$ cat src/rtl/seq_multiplier_pkg.sv
// Shared constants and FSM state encoding for the sequential multiply/divide control.
package seq_multiplier_pkg;

  localparam int WIDTH_DEFAULT = 32;

  typedef enum logic [1:0] {
    IDLE = 2'd0,
    BUSY = 2'd1,
    DONE = 2'd2
  } state_t;

endpackage

$ cat src/rtl/product_reg.sv
// Product register with shift-and-add datapath: one conditional add + right shift per step.
// The carry out of the add lands in the MSB, so the shift never loses it.
module product_reg
  import seq_multiplier_pkg::*;
#(
  parameter int WIDTH = WIDTH_DEFAULT
) (
  input  logic               clk,
  input  logic               rst_n,
  input  logic               load_i,
  input  logic               step_i,
  input  logic [WIDTH-1:0]   mplier_i,
  input  logic [WIDTH-1:0]   mcand_i,
  output logic [2*WIDTH-1:0] prod_o
);

  logic [2*WIDTH-1:0] prod_q, prod_d;
  logic [WIDTH:0]     sum;

  always_comb begin
    sum = {1'b0, prod_q[2*WIDTH-1:WIDTH]};
    if (prod_q[0]) sum = sum + {1'b0, mcand_i};
    prod_d = prod_q;
    if (load_i) begin
      prod_d = {{WIDTH{1'b0}}, mplier_i};
    end else if (step_i) begin
      prod_d = {sum, prod_q[WIDTH-1:1]};
    end
  end

  always_ff @(posedge clk or negedge rst_n) begin
    if (!rst_n) prod_q <= '0;
    else        prod_q <= prod_d;
  end

  assign prod_o = prod_q;

endmodule

$ cat src/rtl/seq_multiplier.sv
// Unsigned WIDTH x WIDTH sequential multiplier; Rdy rises WIDTH+1 edges after the Run edge.
// Run is only accepted in IDLE/DONE; a request while BUSY is dropped.
module seq_multiplier
  import seq_multiplier_pkg::*;
#(
  parameter int WIDTH = WIDTH_DEFAULT
) (
  input  logic             clk,
  input  logic             Rst,
  input  logic [WIDTH-1:0] Mcand,
  input  logic [WIDTH-1:0] Mplier,
  input  logic             Run,
  output logic [WIDTH-1:0] Hi,
  output logic [WIDTH-1:0] Lo,
  output logic             Rdy
);

  localparam int CW = $clog2(WIDTH) + 1;

  state_t           state_q, state_d;
  logic [CW-1:0]    cnt_q, cnt_d;
  logic [WIDTH-1:0] mcand_q, mcand_d;
  logic             load, step;
  logic [2*WIDTH-1:0] prod;

  always_comb begin
    state_d = state_q;
    cnt_d   = cnt_q;
    mcand_d = mcand_q;
    load    = 1'b0;
    step    = 1'b0;
    case (state_q)
      IDLE, DONE: begin
        if (Run) begin
          mcand_d = Mcand;
          cnt_d   = '0;
          load    = 1'b1;
          state_d = BUSY;
        end
      end
      BUSY: begin
        // Count WIDTH shift steps, then spend one more BUSY cycle to publish the result.
        cnt_d = cnt_q + CW'(1);
        if (cnt_q == CW'(WIDTH)) state_d = DONE;
        else                     step    = 1'b1;
      end
      default: state_d = IDLE;
    endcase
  end

  always_ff @(posedge clk or negedge Rst) begin
    if (!Rst) begin
      state_q <= IDLE;
      cnt_q   <= '0;
      mcand_q <= '0;
    end else begin
      state_q <= state_d;
      cnt_q   <= cnt_d;
      mcand_q <= mcand_d;
    end
  end

  product_reg #(.WIDTH(WIDTH)) u_product_reg (
    .clk      (clk),
    .rst_n    (Rst),
    .load_i   (load),
    .step_i   (step),
    .mplier_i (Mplier),
    .mcand_i  (mcand_q),
    .prod_o   (prod)
  );

  assign Hi  = prod[2*WIDTH-1:WIDTH];
  assign Lo  = prod[WIDTH-1:0];
  assign Rdy = (state_q == DONE);

endmodule
$ cat config.mk
export PLATFORM = sky130hd
export DESIGN_NAME = seq_multiplier
export DESIGN_NICKNAME = d
export VERILOG_FILES = /design/src/rtl/seq_multiplier_pkg.sv /design/src/rtl/product_reg.sv /design/src/rtl/seq_multiplier.sv
export SDC_FILE = /design/constraint.sdc
export NUM_CORES = 1
export LEC_CHECK = 0
export ABC_AREA = 1
export BUFFER_PORTS_ARGS = -buffer_cell sky130_fd_sc_hd__buf_4
export CAP_MARGIN = 20
export CORE_MARGIN = 5
export CORE_UTILIZATION = 45
export DETAILED_ROUTE_END_ITERATION = 16
export PLACE_DENSITY = 0.76
export SLEW_MARGIN = 5
export SYNTH_ARGS = -nofsm -noshare
export SYNTH_HDL_FRONTEND = slang
export SYNTH_SLANG_ARGS = --single-unit
$ cat constraint.sdc
create_clock -name clk -period 1.7 [get_ports clk]
set_input_delay 0.255 -clock clk [delete_from_list [all_inputs] [get_ports clk]]
set_output_delay 0.255 -clock clk [all_outputs]
set_load 0.01 [all_outputs]
==> key figures, run 1 <==
Worst setup path
  – Reg2reg end: u_product_reg.prod_o[55]
  – Worst Path Buf+Inv: 1
  – Worst Path Arrival: around 2.2 ns
  – Worst r2r src: mcand_q[7]
  – CP max FO: 4
  – Crit path cell chain: ha_4 -> nand2_1 -> buf_4 -> nor2_1 -> nand2_1 -> nand2_2 -> nand3_2 -> nand4_1 -> nand3_2 -> nand2_2 -> nand2_1
  – Origin of the worst setup path: mcand_q[7]
  – Kind of critical path: reg2reg
  – CP startpoint kind: register
  – Register-to-Register Path Depth: 11
  – Critical Path Sink Type: register
  – Most used cell, CP: nand2_1
  – Top delay family on crit path: simple AND/OR/NAND/NOR gates
  – WP data required: 1.96 ns
  – Slowest cell delay on critical path: just over 0.4 ns
  – Max stage delay cell, worst path: dfrtp_1
  – Flop-to-flop setup slack: -0.19 ns

Yosys
  – Yosys warning total: 0
  – Cells after synthesis: between 1,000 and 1,500
  – Mapped Avg Cell Area: ~6.7 sq um
  – Distinct cells, synth: 37
  – Post-Syn Nets: about 1,100
  – Post-synth EDFFs: 0
  – Post-synthesis sequential area ratio: 37.74%
  – Synth async-reset ratio: between 90% and 100%
  – Ys flop type: dfrtp_1
  – Post-synthesis register bit count: ~100
  – Synth Cell Area: roughly 0.0069 sq mm

Global routing
  – Global Route met3 Usage: about 4.5%
  – Vias in the first global route: around 7,200
  – Largest net degree at the start of global routing: 42
  – GRT Max-Usage Layer: met2
  – Met2 usage: between 30% and 40%
  – First-pass GRT wire length: ~34,000 um
  – Met1 Track Usage GR: a little under a third
  – Gr usage total: a little under a quarter
  – Total congestion overflow: 0
  – Initial antenna violation count: 0

Clock tree
  – Worst-Skew Late Latency: 0.36 ns
  – CTS max path bufs: 2
  – CTS clk-pin slew, worst paths: ~0.080 ns
  – Root Buffer: clkbuf_16
  – Htree depth: 3
  – TritonCTS clock tree: done
  – Clock sink count: 104
  – CTS buffer count: 9

Timing
  – RSZ-0062 raised after global routing: yes
  – Final hold violation count: 0
  – Final Worst Setup Slack: -0.1893 ns
  – Fin crit period: between 1.5 and 2 ns
  – Max Freq: 529.3 MHz
  – Final number of setup-violating endpoints: 27
  – Max-slew violation count: 0
  – Clock Skew: approximately 0.015 ns
  – Slew HR: 66.10%
  – Slew @ Worst Pin: between 0.5 and 0.6 ns
  – Fin crit share: 111.1%

Cells and area
  – Layout cells sized above 1: 34.68%
  – Area grow syn2layout: 45.51%
  – Post-Route Utilization: 66.49%
  – Fin nets: 1,358
  – Most frequent cells in the layout: 311 x nand2_1, 238 x buf_4, 138 x inv_1
  – Commonest non-fill, non-tap cell in the layout: nand2_1
  – Diode count: 0

Die
  – Die height: between 100 and 150 um
  – Chip Width: around 130 um
  – Core footprint: approximately 0.015 sq mm
  – Die area: approximately 0.018 sq mm
  – Starting Density: 45.70%
  – Row count: 45
  – IO Pins: 132

Run status
  – Outcome: complete, but fails checks
  – Failing checks: negative setup slack

Drt
  – Initial DRT Pass Iterations: 5
  – DR WL/cell: approximately 15 um
  – DR iter-0 viols: around 540
  – Drt drc: 0
  – Avg Vias per Cell: just over 5
  – Post-route ant nets: 0
  – Routed via count: around 7,400
  – Final wirelength: between 20,000 and 25,000 um

Place
  – IO buf count: around 130
  – Routability congestion estimate: between 0.9 and 1
  – Place WS: -0.2034 ns
  – DPL Wire Length: 15,440 um

Hold path
  – Number of cells on the worst hold path: 3
  – Endpoint, Worst Hold: mcand_q[26]
  – Hold crit path type: in2reg
  – Hold Startpoint: Mcand[26]

Job
  – Maxcap violations: 0

Power
  – Leak Pwr: approximately 5.4 nW
  – Pwr dens: between 2000 and 3000 mW/mm^2
  – Max VDD drop: between 0.0009 and 0.001 V
==> what timing repair did <==
item                       CTS  global route
gates resized for setup    101            91
setup endpoints to repair   30            37
buffers inserted             6            16
pin swaps                   21            45
hold endpoints to repair    34             0
hold buffers                 1             0
gates cloned                 0             0
==> kinds of logic after synthesis <==
kind of cell | synth area share [%]
buffers and inverters | 11.05
multiplexers | 0.1452
adder cells (fa/ha/maj) | 6.460
AO/OA/AOI/OAI | 9.762
XOR/XNOR | 1.778
flip-flops | 37.74
AND/OR/NAND/NOR | 33.06
==> area by class of cell <==
type	count	area, sq um
multi-input cells	739	4368
inverters	154	580.6
clock buffers	10	239.0
flip-flops and latches	104	2604
fillers	1214	5056
clock inverters	5	38.79
repair buffers	248	1968
well taps	188	235.2
==> metal layers <==
layer,up-vias,routed length [um]
met5,-,0
met4,0,441
met3,33,1567
met2,257,10440
met1,3479,9429
li1,3666,-
==> metrics by stage <==
stage	std cells	area [sq um]	hold slack [ns]	TNS (ns)	total power, W
finish	1448	10030	0.09001	-1.981	0.02543
global route	1448	10030	0.1034	-5.189	0.02757
CTS	1432	9600	0.08294	-1.522	0.02342
detailed placement	1411	8776	0.2540	-3.406	0.01939
global placement	1411	8776	0.2562	-2.833	0.01912
floorplan	1026	6928	-0.04059	-0.5506	0.01349
==> power by group <==
group	switching, W	total, W	internal [W]
combinational	0.0100	0.0184	0.00839
clock	0.000996	0.00203	0.00104
sequential	0.00123	0.00500	0.00377
==> worst reg2reg max path, delay by kind of cell, from the launching register on <==
kind / cells / cell delay, ns
and+or+nand+nor: 9 / 0.91
DFF: 1 / 0.41
adders and majority gates: 1 / 0.32
buffers and inverters: 1 / 0.16
==> registers in the layout, summed over array words and instances (netlist names) <==
signal / flops
cnt_q: 6
u_product_reg.prod_o: 64
mcand_q: 32
state_q: 2
==> cell usage after synthesis (2+ instances only) <==
cell type | number | area, sq um
o21bai_1 | 3 | 22.52
nand3_1 | 46 | 230.2
xor2_1 | 14 | 122.6
nor2_2 | 2 | 12.51
o211ai_1 | 2 | 15.01
buf_4 | 2 | 15.01
inv_1 | 150 | 563.0
nand2_2 | 7 | 43.79
nand2_1 | 376 | 1411
o21ai_1 | 10 | 50.05
nand4_1 | 4 | 25.02
o22ai_1 | 26 | 162.7
ha_1 | 34 | 425.4
nor2_1 | 119 | 446.7
nand3_2 | 3 | 30.03
a22oi_1 | 3 | 22.52
buf_6 | 6 | 67.56
a21oi_1 | 38 | 190.2
inv_2 | 4 | 15.01
buf_2 | 6 | 30.03
dfrtp_1 | 104 | 2603
o21ai_0 | 34 | 170.2
nor3_1 | 7 | 35.03
clkbuf_1 | 13 | 48.80
==> worst max-delay path by stage <==
| stage | slack, ns | end | cells past startpoint |
|---|---|---|---|
| floorplan | -0.08 | u_product_reg.prod_o[51] | 12 |
| global placement | -0.20 | u_product_reg.prod_o[55] | 11 |
| detailed placement | -0.20 | u_product_reg.prod_o[55] | 12 |
| CTS | -0.16 | u_product_reg.prod_o[55] | 12 |
| global route | -0.28 | u_product_reg.prod_o[55] | 12 |
| finish | -0.19 | u_product_reg.prod_o[55] | 11 |
No activity file was read; power rests on OpenSTA's default activity.
==> run 2, diff against run 1 <==
- CORE_MARGIN: 5 -> 2
==> run 2 against run 1 <==
The flow still finishes with violations (negative setup slack). First-iteration DRC count shrank 17%. Critical path depth shrank 2. Routed wire length shrank 0.38%. Non-clock buffer count shrank 9. Cell count shrank 0.62%. Critical endpoint is now u_product_reg.prod_o[35].
==> key figures, run 2 (synthesis results as in run 1) <==
Die
  – IO Pins: 132
  – Starting Density: between 40% and 50%
  – Core footprint: between 0.015 and 0.02 sq mm
  – Die height: roughly 130 um
  – Die area: 0.01633 sq mm
  – Chip Width: ~130 um
  – Row count: 45

Hold path
  – Hold crit path type: in2reg

Cells and area
  – Fin nets: 1,349
  – Layout cells sized above 1: roughly 34%
  – Fillers: 1,247
  – Register area: 0.002605 sq mm
  – Finished Cell Area: 0.01004 sq mm
  – Most frequent cells in the layout: 311 x nand2_1, 227 x buf_4, 138 x inv_1
  – Area of the multi-input gates: approximately 0.0044 sq mm
  – Area grow syn2layout: 45.64%
  – Diode count: 0
  – Largest register FFs: 64
  – Commonest non-fill, non-tap cell in the layout: nand2_1

Timing
  – Slew HR: a little under three quarters
  – Slew @ Worst Pin: 0.4357 ns
  – Clock Skew: about 0.0091 ns
  – RSZ-0062 raised after global routing: yes
  – Max-slew violation count: 0
  – Max Freq: 509.9 MHz
  – Fin crit share: 115.4%
  – Worst hold slack: around 0.092 ns
  – Final Worst Setup Slack: -0.2611 ns
  – Final hold violation count: 0
  – Final number of setup-violating endpoints: 27
  – Fin crit period: approximately 2.0 ns

Worst setup path
  – CP startpoint kind: register
  – WP data required: ~1.9 ns
  – Origin of the worst setup path: mcand_q[0]
  – Worst Path Arrival: around 2.2 ns
  – Flop-to-flop setup slack: -0.26 ns
  – Setup crit end: u_product_reg.prod_o[35]
  – Kind of critical path: reg2reg
  – Crit path cell chain: ha_2 -> fa_2 -> nand3_2 -> nand3_4 -> buf_4 -> buf_4 -> xor2_1 -> o21ai_1 -> o21ai_1
  – Slowest cell delay on critical path: 0.43 ns
  – Max stage delay cell, worst path: fa_2
  – CP max FO: 4
  – Register-to-Register Path Depth: 9
  – Critical Path Sink Type: register
  – Reg2reg end: u_product_reg.prod_o[35]
  – Worst r2r src: mcand_q[0]

Global routing
  – Largest net degree at the start of global routing: 46
  – Total congestion overflow: 0
  – Initial antenna violation count: 0
  – Gr usage total: about 25%
  – First-pass GRT wire length: approximately 33,000 um
  – Vias in the first global route: 6,882

Power
  – Sequential share of power: around a fifth
  – NetSw: about 0.012 W
  – Leak Pwr: 5.413 nW
  – Power Total: approximately 0.026 W
  – P_int: about 0.013 W
  – Switch share: 48.55%
  – Max VDD drop: around 0.0010 V
  – Pwr dens: about 2600 mW/mm^2
  – Clk network pwr share: approximately 8.4%
  – Logic pwr share: between 70 and 80%

Drt
  – Routed via count: 7,431
  – Drt drc: 0
  – Final wirelength: roughly 22,000 um
  – DR WL/cell: between 15 and 20 um
  – Avg Vias per Cell: 5.164
  – Initial DRT Pass Iterations: 6
  – Post-route ant nets: 0
  – DR iter-0 viols: around 450

Run status
  – Failing checks: negative setup slack
  – Outcome: complete, but fails checks

Clock tree
  – Htree depth: 3
  – Clock sink count: between 100 and 150
  – Worst-Skew Late Latency: between 0.3 and 0.4 ns
  – CTS clk-pin slew, worst paths: ~0.070 ns
  – CTS buffer count: 9
  – CTS max path bufs: 2
  – TritonCTS clock tree: done
  – Root Buffer: clkbuf_16

Place
  – DPL Wire Length: roughly 15,000 um
  – Area after DPL: 0.008691 sq mm
  – IO buf count: about 130
  – Place WS: -0.3013 ns
  – Routability congestion estimate: ~0.97

Job
  – Maxcap violations: 0
==> run 2: changes by cell type in the layout (fill, tap and decap cells not counted), sizes merged <==
cell      previous run  this run
clkinvlp             1         0
clkbuf              10        11
clkinv               2         1
buf                247       238
bufinv               0         1
==> run 2: repair_timing <==
item | CTS | global route
hold buffers | 1 | 0
gates cloned | 0 | 0
endpoints found under the setup margin | 29 | 60
endpoints found under the hold margin | 29 | 0
pin swaps | 14 | 47
gates resized for setup | 74 | 134
buffers inserted | 3 | 18
==> run 2: metal layers <==
| layer | share of wire [%] | routed length [um] | global-route usage [%] |
|---|---|---|---|
| met5 | 0 | 0 | 0 |
| met1 | 44 | 9496 | 34.88 |
| met2 | 47 | 10210 | 41.08 |
| met3 | 8.1 | 1769 | 5.885 |
| met4 | 1.5 | 322 | 5.624 |
==> run 2: power by group through the flow <==
stage          Combinational (W)  Clock (W)  Sequential, W
6_report                  0.0185    0.00214        0.00498
5_1_grt                   0.0203    0.00224        0.00513
4_1_cts                   0.0158    0.00215        0.00495
3_5_place_dp              0.0145          0        0.00471
3_3_place_gp              0.0143          0        0.00469
2_1_floorplan            0.00853          0        0.00497
==> run 2: cell type report <==
type                    instances  share of cell area [%]
well taps                     188                   2.342
multi-input cells             739                   44.14
repair buffers                239                   18.83
clock inverters                 4                  0.5233
clock buffers                  11                   2.317
flip-flops and latches        104                   25.94
inverters                     154                   5.906
==> run 2: worst max-delay path: cells and delay by family (launching register included) <==
kind | cells | cell delay, ns
buf+inv | 2 | 0.26
compound gates | 2 | 0.23
flops | 1 | 0.38
simple gates | 2 | 0.19
xor+xnor | 1 | 0.13
fa+ha+maj | 2 | 0.64
==> run 2: worst min path at each step <==
stage,cells past startpoint,endpoint,slack (ns),startpoint
final,3,mcand_q[29],0.09,Mcand[29]
after CTS,3,mcand_q[24],0.09,Mcand[24]
after detailed placement,1,u_product_reg.prod_o[30],0.23,Rst
after floorplan,0,cnt_q[0],-0.04,Rst
after global routing,3,mcand_q[26],0.1,Mcand[26]
after global placement,1,u_product_reg.prod_o[29],0.22,Rst
==> run 2: per-stage QoR <==
step	util (%)	setup TNS [ns]	cells
after floorplan	-	-0.5506	1026
after global placement	57.60	-3.644	1403
after detailed placement	57.60	-3.922	1403
after CTS	62.48	-2.301	1422
after global routing	66.55	-6.953	1439
final	66.55	-4.015	1439
==> run 3, diff against run 2 <==
- REMOVE_ABC_BUFFERS: default -> 1
==> run 3 against run 2 <==
Global-route usage rose by 0.56 points. Die area did not move. Clock power increased by 2%. The run still ends with negative setup slack left. Count of clock-buffer cells in the layout shrank 2. Sequential power hardly changed. Register-to-register slack improved by 0.03 ns. Maximum frequency up 1.4%. Critical path depth up 4. Setup slack better by 0.027 ns.
==> key figures, run 3 (synthesis results as in run 1) <==
Die
  – Core footprint: approximately 0.015 sq mm
  – Die height: between 100 and 150 um
  – IO Pins: approximately 130
  – Starting Density: a little under half
  – Die area: between 0.015 and 0.02 sq mm
  – Chip Width: roughly 130 um
  – Row count: between 40 and 50

Clock tree
  – Clock sink count: ~100
  – TritonCTS clock tree: done
  – CTS clk-pin slew, worst paths: roughly 0.08 ns
  – CTS max path bufs: 2
  – Htree depth: 3
  – Worst-Skew Late Latency: 0.37 ns
  – CTS buffer count: 9
  – Root Buffer: clkbuf_16

Timing
  – Final hold violation count: 0
  – Clock Skew: 0.01625 ns
  – RSZ-0062 raised after global routing: yes
  – Slew @ Worst Pin: 0.3876 ns
  – Max-slew violation count: 0
  – Max Freq: about 520 MHz
  – Fin crit share: 113.8%
  – Final number of setup-violating endpoints: 28
  – Slew HR: 74.16%
  – Fin Setup TNS: -4.172 ns
  – Final Worst Setup Slack: -0.2345 ns
  – Fin crit period: around 1.9 ns

Drt
  – Routed via count: 7,451
  – Drt drc: 0
  – Initial DRT Pass Iterations: 5
  – DR WL/cell: around 15 um
  – Avg Vias per Cell: 5.124
  – Post-route ant nets: 0
  – Final wirelength: approximately 22,000 um
  – DR iter-0 viols: between 500 and 600

Place
  – Area after DPL: 0.008746 sq mm
  – DPL Wire Length: about 15,000 um
  – Routability congestion estimate: around 0.97
  – IO buf count: between 100 and 150

Cells and area
  – Most frequent cells in the layout: 302 x nand2_1, 235 x buf_4, 138 x inv_1
  – Area grow syn2layout: 49.66%
  – Finished Cell Area: 0.01032 sq mm
  – Largest register FFs: 64
  – Diode count: 0
  – Fin nets: around 1,400
  – Layout cells sized above 1: between 30% and 40%
  – Commonest non-fill, non-tap cell in the layout: nand2_1

Worst setup path
  – Origin of the worst setup path: u_product_reg.prod_o[32]
  – CP max FO: 3
  – Worst Path Arrival: 2.18 ns
  – Critical Path Sink Type: register
  – WP data required: 1.95 ns
  – Max stage delay cell, worst path: dfrtp_1
  – Worst Path Buf+Inv: 1
  – Slowest cell delay on critical path: ~0.39 ns
  – Worst r2r src: u_product_reg.prod_o[32]
  – Kind of critical path: reg2reg
  – Top delay family on crit path: simple AND/OR/NAND/NOR gates
  – Crit path cell chain: ha_2 -> fa_2 -> buf_6 -> nand2_2 -> nand3_2 -> nand2_2 -> nand2_4 -> nand2_2 -> nand2_1 -> nand2_1 -> nand3_1 -> nand2_1 -> nand2_1
  – Most used cell, CP: nand2_1
  – CP startpoint kind: register

Hold path
  – Hold crit path type: in2reg
  – Hold Startpoint: Mcand[1]

Global routing
  – Global Route met3 Usage: under 10%
  – Initial antenna violation count: 0
  – Total congestion overflow: 0
  – First-pass GRT wire length: around 34,000 um
  – GRT Max-Usage Layer: met2
  – Met2 usage: a little under half
  – Met1 Track Usage GR: roughly a third
  – Gr usage total: between 20 and 30%
  – Largest net degree at the start of global routing: 46
  – Vias in the first global route: roughly 7,000

Power
  – Leak Pwr: between 5 and 6 nW
  – Max VDD drop: ~0.001 V
  – Pwr dens: about 2600 mW/mm^2

Run status
  – Outcome: complete, but fails checks
  – Failing checks: negative setup slack

Job
  – Maxcap violations: 0
-- run 3: worst register-to-register path, stage by stage, from the launching register on --
cell and delay [ns]:
dfrtp_1 0.39, ha_2 0.21, fa_2 0.37, buf_6 0.14
nand2_2 0.06, nand3_2 0.08, nand2_2 0.10, nand2_4 0.09
nand2_2 0.08, nand2_1 0.05, nand2_1 0.06, nand3_1 0.06
nand2_1 0.07, nand2_1 0.05
-- run 3: final cells by class --
class / count / area [sq um]
clock buffer: 9 / 225.2
timing repair buffer: 254 / 2029
tap: 188 / 235.2
clock inverter: 6 / 73.82
sequential: 104 / 2603
fill: 1228 / 4770
multi-input combinational: 739 / 4563
inverter: 154 / 590.6
-- run 3: path summary, 6_finish.rpt --
| check | endpoint | slack, ns | depth (start not counted) |
|---|---|---|---|
| setup / recovery | u_product_reg.prod_o[61] | -0.23 | 13 |
| hold / removal | mcand_q[1] | 0.08 | 3 |
| setup reg to reg | u_product_reg.prod_o[61] | -0.23 | 13 |
| hold reg to reg | mcand_q[31] | 0.49 | 2 |
| max in group asynchronous | u_product_reg.prod_o[13] | 0.93 | 3 |
| min in group asynchronous | mcand_q[26] | 0.26 | 2 |
-- run 3: where the power goes --
| group | total [W] | internal, W | switching (W) |
|---|---|---|---|
| clock network | 0.00218 | 0.00116 | 0.00102 |
| logic | 0.0196 | 0.00895 | 0.0106 |
| registers | 0.00495 | 0.00377 | 0.00118 |
| total | 0.0267 | 0.0139 | 0.0128 |
-- run 3: what timing repair did --
item	in CTS	in global routing
hold buffers	1	0
endpoints found under the hold margin	104	0
setup buffers	8	14
setup endpoints to repair	31	46
gates resized for setup	145	108
pin swaps	45	68
-- run 3: metal layers --
metal	routed length, um	part of all wire [%]
met5	0	0
met4	516	2.4
met3	1228	5.7
met2	10760	50
met1	9125	42
-- run 3: per-stage QoR --
step | instances | power [W] | utilization [%] | hold WS, ns | setup WS [ns]
2_1_floorplan | 997 | 0.01314 | - | -0.04059 | -0.9177
3_3_place_gp | 1418 | 0.01914 | 57.96 | 0.08700 | -0.2601
3_5_place_dp | 1418 | 0.01940 | 57.96 | 0.08738 | -0.3535
4_1_cts | 1441 | 0.02418 | 64.90 | 0.07393 | -0.1983
5_1_grt | 1454 | 0.02874 | 68.39 | 0.08794 | -0.3448
6_report | 1454 | 0.02670 | 68.39 | 0.07761 | -0.2345
